[src/rtl/axi_hp_wr_arb_pkg.sv]
// Shared types and AXI3 HP constants for the HP write arbiter.
// Declares package axi_hp_pkg: FSM state encoding, BRESP/burst codes, HP ID and length widths.
package axi_hp_pkg;

  typedef enum logic [1:0] {
    ST_IDLE = 2'd0,
    ST_AWR  = 2'd1,
    ST_WDAT = 2'd2,
    ST_BRSP = 2'd3
  } state_e;

  localparam logic [1:0] BRESP_OKAY   = 2'b00;
  localparam logic [1:0] BRESP_SLVERR = 2'b10;
  localparam logic [1:0] BURST_INCR   = 2'b01;
  localparam int         HP_ID_W      = 6;
  localparam int         HP_LEN_W     = 4;

endpackage

[src/rtl/axi_hp_wr_arb_rr_arb.sv]
// Round-robin pick: first set request at or after ptr_i, wrapping modulo RN.
module rr_arb #(
  parameter int RN = 2
) (
  input  logic [RN-1:0]         req_i,
  input  logic [$clog2(RN)-1:0] ptr_i,
  output logic                  any_o,
  output logic [$clog2(RN)-1:0] idx_o
);

  localparam int PW = $clog2(RN);

  logic          hi_hit;
  logic [PW-1:0] lo_idx;
  logic [PW-1:0] hi_idx;

  // Descending loops leave the lowest matching index in place.
  always_comb begin
    any_o  = 1'b0;
    hi_hit = 1'b0;
    lo_idx = '0;
    hi_idx = '0;
    for (int k = RN - 1; k >= 0; k--) begin
      if (req_i[k]) begin
        any_o  = 1'b1;
        lo_idx = PW'(k);
      end
      if (req_i[k] && (k >= int'(ptr_i))) begin
        hi_hit = 1'b1;
        hi_idx = PW'(k);
      end
    end
    idx_o = hi_hit ? hi_idx : lo_idx;
  end

endmodule

[src/rtl/axi_hp_wr_arb.sv]
// Round-robin arbiter sharing one AXI3 HP write port between RN DMA writers, one burst at a time.
// Optional B-response watchdog enabled by defining AXI_HP_WR_ARB_TMO_EN.
module axi_hp_wr_arb
  import axi_hp_pkg::*;
#(
  parameter int RN  = 2,
  parameter int AW  = 32,
  parameter int DW  = 64,
  parameter int TMO = 1024
) (
  input  logic                         clk_i,
  input  logic                         rst_i,
  input  logic [RN-1:0]                req_valid_i,
  output logic [RN-1:0]                req_ready_o,
  input  logic [RN*AW-1:0]             req_addr_i,
  input  logic [RN*HP_LEN_W-1:0]       req_len_i,
  input  logic [RN*DW-1:0]             req_wdata_i,
  input  logic [RN*DW/8-1:0]           req_wstrb_i,
  input  logic [RN-1:0]                req_wvalid_i,
  output logic [RN-1:0]                req_wready_o,
  output logic [RN-1:0]                req_done_o,
  output logic [RN-1:0]                req_err_o,
  output logic [$clog2(RN)-1:0]        grant_o,
  output logic                         busy_o,
  output state_e                       dbg_state_o,
  output logic [AW-1:0]                axi_awaddr_o,
  output logic [HP_LEN_W-1:0]          axi_awlen_o,
  output logic [HP_ID_W-1:0]           axi_awid_o,
  output logic [2:0]                   axi_awsize_o,
  output logic [1:0]                   axi_awburst_o,
  output logic                         axi_awvalid_o,
  input  logic                         axi_awready_i,
  output logic [DW-1:0]                axi_wdata_o,
  output logic [DW/8-1:0]              axi_wstrb_o,
  output logic [HP_ID_W-1:0]           axi_wid_o,
  output logic                         axi_wlast_o,
  output logic                         axi_wvalid_o,
  input  logic                         axi_wready_i,
  input  logic [HP_ID_W-1:0]           axi_bid_i,
  input  logic [1:0]                   axi_bresp_i,
  input  logic                         axi_bvalid_i,
  output logic                         axi_bready_o
);

  localparam int         GW     = $clog2(RN);
  localparam int         SW     = DW / 8;
  localparam logic [2:0] AXSIZE = 3'($clog2(SW));

  // Handshakes: a transfer happens on a rising clk edge where valid and ready are both 1.
  // Valid never waits on ready; payload holds steady while valid is up and ready is low.

  state_e                state_q, state_d;
  logic [GW-1:0]         grant_q, grant_d;
  logic [GW-1:0]         ptr_q, ptr_d;
  logic [AW-1:0]         addr_q, addr_d;
  logic [HP_LEN_W-1:0]   len_q, len_d;
  logic [HP_LEN_W-1:0]   cnt_q, cnt_d;
  logic                  arb_any;
  logic [GW-1:0]         arb_idx;
  logic [RN-1:0]         grant_oh;
  logic [HP_ID_W-1:0]    grant_id;
  logic                  tmo_hit;
  logic                  idle_bready;

  rr_arb #(.RN(RN)) u_rr_arb (
    .req_i (req_valid_i),
    .ptr_i (ptr_q),
    .any_o (arb_any),
    .idx_o (arb_idx)
  );

  assign grant_oh    = {{(RN-1){1'b0}}, 1'b1} << grant_q;
  assign grant_id    = {{(HP_ID_W-GW){1'b0}}, grant_q};
  assign grant_o     = grant_q;
  assign busy_o      = (state_q != ST_IDLE);
  assign dbg_state_o = state_q;

`ifdef AXI_HP_WR_ARB_TMO_EN
  localparam int TW = $clog2(TMO + 1);
  logic [TW-1:0] tmo_q, tmo_d;

  // Late B responses after a timeout are soaked up in IDLE.
  assign idle_bready = 1'b1;
  assign tmo_hit     = (state_q == ST_BRSP) && !axi_bvalid_i && (tmo_q == TW'(TMO));
  assign tmo_d       = (state_q == ST_BRSP) ? tmo_q + 1'b1 : '0;

  always_ff @(posedge clk_i) begin
    if (rst_i) tmo_q <= '0;
    else       tmo_q <= tmo_d;
  end
`else
  assign idle_bready = 1'b0;
  // TMO only sizes the watchdog; without it a timeout can never fire.
  assign tmo_hit     = (TMO < 0);
`endif

  always_comb begin
    state_d       = state_q;
    grant_d       = grant_q;
    ptr_d         = ptr_q;
    addr_d        = addr_q;
    len_d         = len_q;
    cnt_d         = cnt_q;
    req_ready_o   = '0;
    req_wready_o  = '0;
    req_done_o    = '0;
    req_err_o     = '0;
    axi_awvalid_o = 1'b0;
    axi_awaddr_o  = '0;
    axi_awlen_o   = '0;
    axi_awid_o    = '0;
    axi_awsize_o  = '0;
    axi_awburst_o = '0;
    axi_wvalid_o  = 1'b0;
    axi_wdata_o   = '0;
    axi_wstrb_o   = '0;
    axi_wid_o     = '0;
    axi_wlast_o   = 1'b0;
    axi_bready_o  = 1'b0;
    case (state_q)
      ST_IDLE: begin
        axi_bready_o = idle_bready;
        if (arb_any) begin
          grant_d = arb_idx;
          addr_d  = req_addr_i[int'(arb_idx)*AW +: AW];
          len_d   = req_len_i[int'(arb_idx)*HP_LEN_W +: HP_LEN_W];
          state_d = ST_AWR;
        end
      end
      ST_AWR: begin
        axi_awvalid_o = 1'b1;
        axi_awaddr_o  = addr_q;
        axi_awlen_o   = len_q;
        axi_awid_o    = grant_id;
        axi_awsize_o  = AXSIZE;
        axi_awburst_o = BURST_INCR;
        if (axi_awready_i) begin
          req_ready_o = grant_oh;
          cnt_d       = len_q;
          state_d     = ST_WDAT;
        end
      end
      ST_WDAT: begin
        axi_wvalid_o = req_wvalid_i[grant_q];
        axi_wdata_o  = req_wdata_i[int'(grant_q)*DW +: DW];
        axi_wstrb_o  = req_wstrb_i[int'(grant_q)*SW +: SW];
        axi_wid_o    = grant_id;
        axi_wlast_o  = (cnt_q == '0);
        req_wready_o = axi_wready_i ? grant_oh : '0;
        if (axi_wvalid_o && axi_wready_i) begin
          if (cnt_q == '0) state_d = ST_BRSP;
          else             cnt_d   = cnt_q - 1'b1;
        end
      end
      ST_BRSP: begin
        axi_bready_o = 1'b1;
        if (axi_bvalid_i || tmo_hit) begin
          req_done_o = grant_oh;
          // A mismatched BID still closes the burst but is flagged as an error.
          if (tmo_hit || (axi_bresp_i != BRESP_OKAY) || (axi_bid_i != grant_id))
            req_err_o = grant_oh;
          ptr_d   = (grant_q == GW'(RN - 1)) ? '0 : grant_q + 1'b1;
          state_d = ST_IDLE;
        end
      end
      default: state_d = ST_IDLE;
    endcase
  end

  always_ff @(posedge clk_i) begin
    if (rst_i) begin
      state_q <= ST_IDLE;
      grant_q <= '0;
      ptr_q   <= '0;
      addr_q  <= '0;
      len_q   <= '0;
      cnt_q   <= '0;
    end else begin
      state_q <= state_d;
      grant_q <= grant_d;
      ptr_q   <= ptr_d;
      addr_q  <= addr_d;
      len_q   <= len_d;
      cnt_q   <= cnt_d;
    end
  end

endmodule

[config.mk]
export PLATFORM = sky130hd
export DESIGN_NAME = axi_hp_wr_arb
export DESIGN_NICKNAME = d
export VERILOG_FILES = /design/src/rtl/axi_hp_wr_arb_pkg.sv /design/src/rtl/axi_hp_wr_arb_rr_arb.sv /design/src/rtl/axi_hp_wr_arb.sv
export SDC_FILE = /design/constraint.sdc
export NUM_CORES = 1
export LEC_CHECK = 0
export CELL_PAD_IN_SITES_DETAIL_PLACEMENT = 0
export CELL_PAD_IN_SITES_GLOBAL_PLACEMENT = 2
export CORE_MARGIN = 3
export CORE_UTILIZATION = 14
export CTS_CLUSTER_DIAMETER = 150
export DETAILED_ROUTE_END_ITERATION = 12
export GPL_ROUTABILITY_DRIVEN = 0
export PLACE_DENSITY_LB_ADDON = 0.1
export SLEW_MARGIN = 20
export SYNTH_ARGS = -nofsm -noshare
export SYNTH_HDL_FRONTEND = slang
export SYNTH_HIERARCHICAL = 1
export SYNTH_SLANG_ARGS = --single-unit
[constraint.sdc]
create_clock -name clk_i -period 2.3 [get_ports clk_i]
set_input_delay 0.46 -clock clk_i [delete_from_list [all_inputs] [get_ports clk_i]]
set_output_delay 0.46 -clock clk_i [all_outputs]
set_load 0.02 [all_outputs]
==> summary.md <==
| Metric | Value |
|---|---|
| Status | `finished, final reports clean` |
| Post-DR wirelength/cell | `17.78 um` |
| Req. time, crit path | `1.84 ns` |
| Antenna-violating nets left | `0` |
| Sw Ratio | `44.09%` |
| DR pass1 iterations | `4` |
| Fin cells | `1,152` |
| CTS Root Cell | `clkbuf_16` |
| Via Count | `4,582` |
| Worst slew margin | `51.42%` |
| H-tree depth | `2` |
| Commonest non-fill, non-tap cell in the layout | `clkdlybuf4s50_1` |
| DRC violation count after routing | `0` |
| Synthesized cell area | `3687 sq um` |
| Register area share after synthesis | `23.89%` |
| Register bit total from synthesis | `44` |
| Clock-pin slew on the worst setup and hold paths | `0.07 ns` |
| FMAX | `451.5 MHz` |
| P_int | `3121 uW` |
| Die area | `28,320 sq um` |
| Pin count of the biggest net entering global routing | `49` |
| NetSw | `2462 uW` |
| Area growth syn-to-layout | `113.9%` |
| Mapped Cells | `464` |
| Fraction of layout instances using a drive strength above 1 | `8.171%` |
| Leakage | `0.003483 uW` |
| Initial antenna violation count | `3` |
| Final Cell Area | `7889 sq um` |
| All-Layer GR Usage | `13.56%` |
| Hold Vio Cnt, Final | `0` |
| Setup violators final | `0` |
| Rows | `58` |
| Crit share post-route | `96.31%` |
| Final #Nets | `1,058` |
| Clock share of power | `13.2%` |
| Congestion Overflow GR | `0` |
| Area of the core | `25,540 sq um` |
| Final HPWL DP | `16,700 um` |
| Ys async rst share | `0%` |
| Seq pwr share | `20.5%` |
| Pwr/cell area | `707.7 nW/um^2` |
| Port Buffer Count | `361` |
| Most frequent cells in the layout | `clkdlybuf4s50_1 (234), nor2_1 (116), mux2i_1 (112), dlygate4sd2_1 (101), dfxtp_1 (41)` |
| Combinational power share | `66.3%` |
| Post-synth EDFFs | `0` |
| Die H | `168.3 um` |
| Drt total wl | `20,480 um` |
| CTS tree | `built` |
| Yosys warnings | `6` |
| Commonest register cell after synthesis | `dfxtp_1` |
| Transition time of the tightest slew-check pin | `0.7287 ns` |
| DR iter-0 viols | `105` |
| CP Launch Type | `flip-flop` |
| Worst skew pair latency | `0.29 ns` |
| Worst Hold Class | `flip-flop to flip-flop` |
| Max-cap violations | `0` |
| Crit end category | `output port` |
| WS Path Type | `flip-flop to output port` |
| Ports | `374` |
| Vias in the first global route | `4,507` |
| Distinct cells, synth | `39` |
| Die span in x | `168.3 um` |
| Clock Tree Buf Depth | `2` |
| Area post-placement | `7739 sq um` |
| Starting Density | `14.43%` |
| Worst IR Drop VDD | `0.0002959 V` |
| Final core utilization | `30.88%` |
| Crit path DAT | `1.76 ns` |
| Clock Sinks | `44` |
| Vias/cell | `3.977` |
| Syn Area/Cell | `7.947 sq um` |
| Worst clock skew | `0.006176 ns` |
| Cts hold-fix bufs | `0` |
| Final Max Tran Viols | `0` |
| Global-route wire length before repair | `29,550 um` |
| Max FO, Critical Path | `9` |
| Total CTS buffers | `5` |
| Minimum clock period | `2.215 ns` |
| Placed cell count | `1,135` |
[metrics by stage]
stage / TNS (ns) / setup WS (ns) / total power (uW) / hold WS, ns
6_report: 0 / 0.08497 / 5583 / 0.4940
5_1_grt: -0.005288 / -0.005288 / 6041 / 0.5194
4_1_cts: -0.1898 / -0.09296 / 5701 / 0.4955
3_5_place_dp: -0.6938 / -0.3694 / 5111 / 0.4867
3_3_place_gp: -0.8677 / -0.4534 / 5092 / 0.4823
2_1_floorplan: 0 / 0.1833 / 3233 / 0.4735
[final timing paths]
kind,start,endpoint,slack [ns],cells after the start
setup / recovery,dbg_state_o[0],axi_awvalid_o,0.08,4
hold / removal,addr_q[1],addr_q[1],0.49,2
setup reg to reg,grant_o,cnt_q[0],0.41,8
hold reg to reg,addr_q[1],addr_q[1],0.49,2
[worst max-delay path, stage by stage (launching register included)]
cell and delay (ns):
dfxtp_2 0.37, buf_4 0.13, ha_2 0.20, buf_4 0.16, clkdlybuf4s50_1 0.61
[synthesized netlist by cell type (3+ instances only)]
library cell	n	share of area (%)
nor3_1	3	0.41
dfxtp_1	44	24
nor2_1	116	12
clkbuf_1	15	1.5
and3_1	3	0.51
buf_1	9	0.92
o31ai_1	3	0.61
and2_1	39	6.6
a21oi_1	3	0.41
a211oi_1	36	7.3
buf_2	12	1.6
buf_4	18	3.7
nand2_1	4	0.41
ha_1	6	2.0
nand2b_1	5	0.85
inv_1	10	1.0
mux2i_1	112	30
[cell families after synthesis]
| logic type | synth area share [%] |
|---|---|
| compound gates | 11.40 |
| xor+xnor | 0.2376 |
| fa+ha+maj | 2.036 |
| buf+inv | 8.856 |
| flops | 23.89 |
| mux | 30.40 |
| other cells | 0.1017 |
| simple gates | 23.07 |
[state kept, by name, summed over array words and instances (netlist names)]
register	flops
len_q	4
cnt_q	4
ptr_q	1
dbg_state_o	2
addr_q	32
grant_o	1
[final cells by class]
| type | count | area, sq um |
|---|---|---|
| Clock buffer | 6 | 138.9 |
| Clock inverter | 2 | 10.01 |
| Antenna cell | 2 | 5.005 |
| Fill cell | 2764 | 17660 |
| Tap cell | 330 | 412.9 |
| Sequential cell | 44 | 887.1 |
| Inverter | 11 | 46.29 |
| Multi-Input combinational cell | 366 | 2564 |
| Timing Repair Buffer | 391 | 3825 |
[power groups by stage]
| stage | clock (uW) | sequential (uW) | combinational [uW] |
|---|---|---|---|
| finish | 737 | 1150 | 3700 |
| global route | 810 | 1180 | 4050 |
| CTS | 787 | 1150 | 3770 |
| detailed placement | 0 | 1160 | 3950 |
| global placement | 0 | 1150 | 3940 |
| floorplan | 0 | 1140 | 2090 |
[routing by layer]
| layer | share of wire (%) | wire length [um] | global-route usage, % |
|---|---|---|---|
| met5 | 0.063 | 13 | 0 |
| met2 | 53 | 10820 | 25.63 |
| met3 | 9.5 | 1941 | 4.320 |
| met1 | 37 | 7482 | 14.85 |
| met4 | 1.1 | 225 | 2.633 |
[timing repair]
action,in CTS,in global routing
gates resized for setup,136,27
gates cloned,1,1
pin swaps,1,3
setup buffers,0,5
endpoints found under the setup margin,118,58
Power figures use the tool's default switching activity.
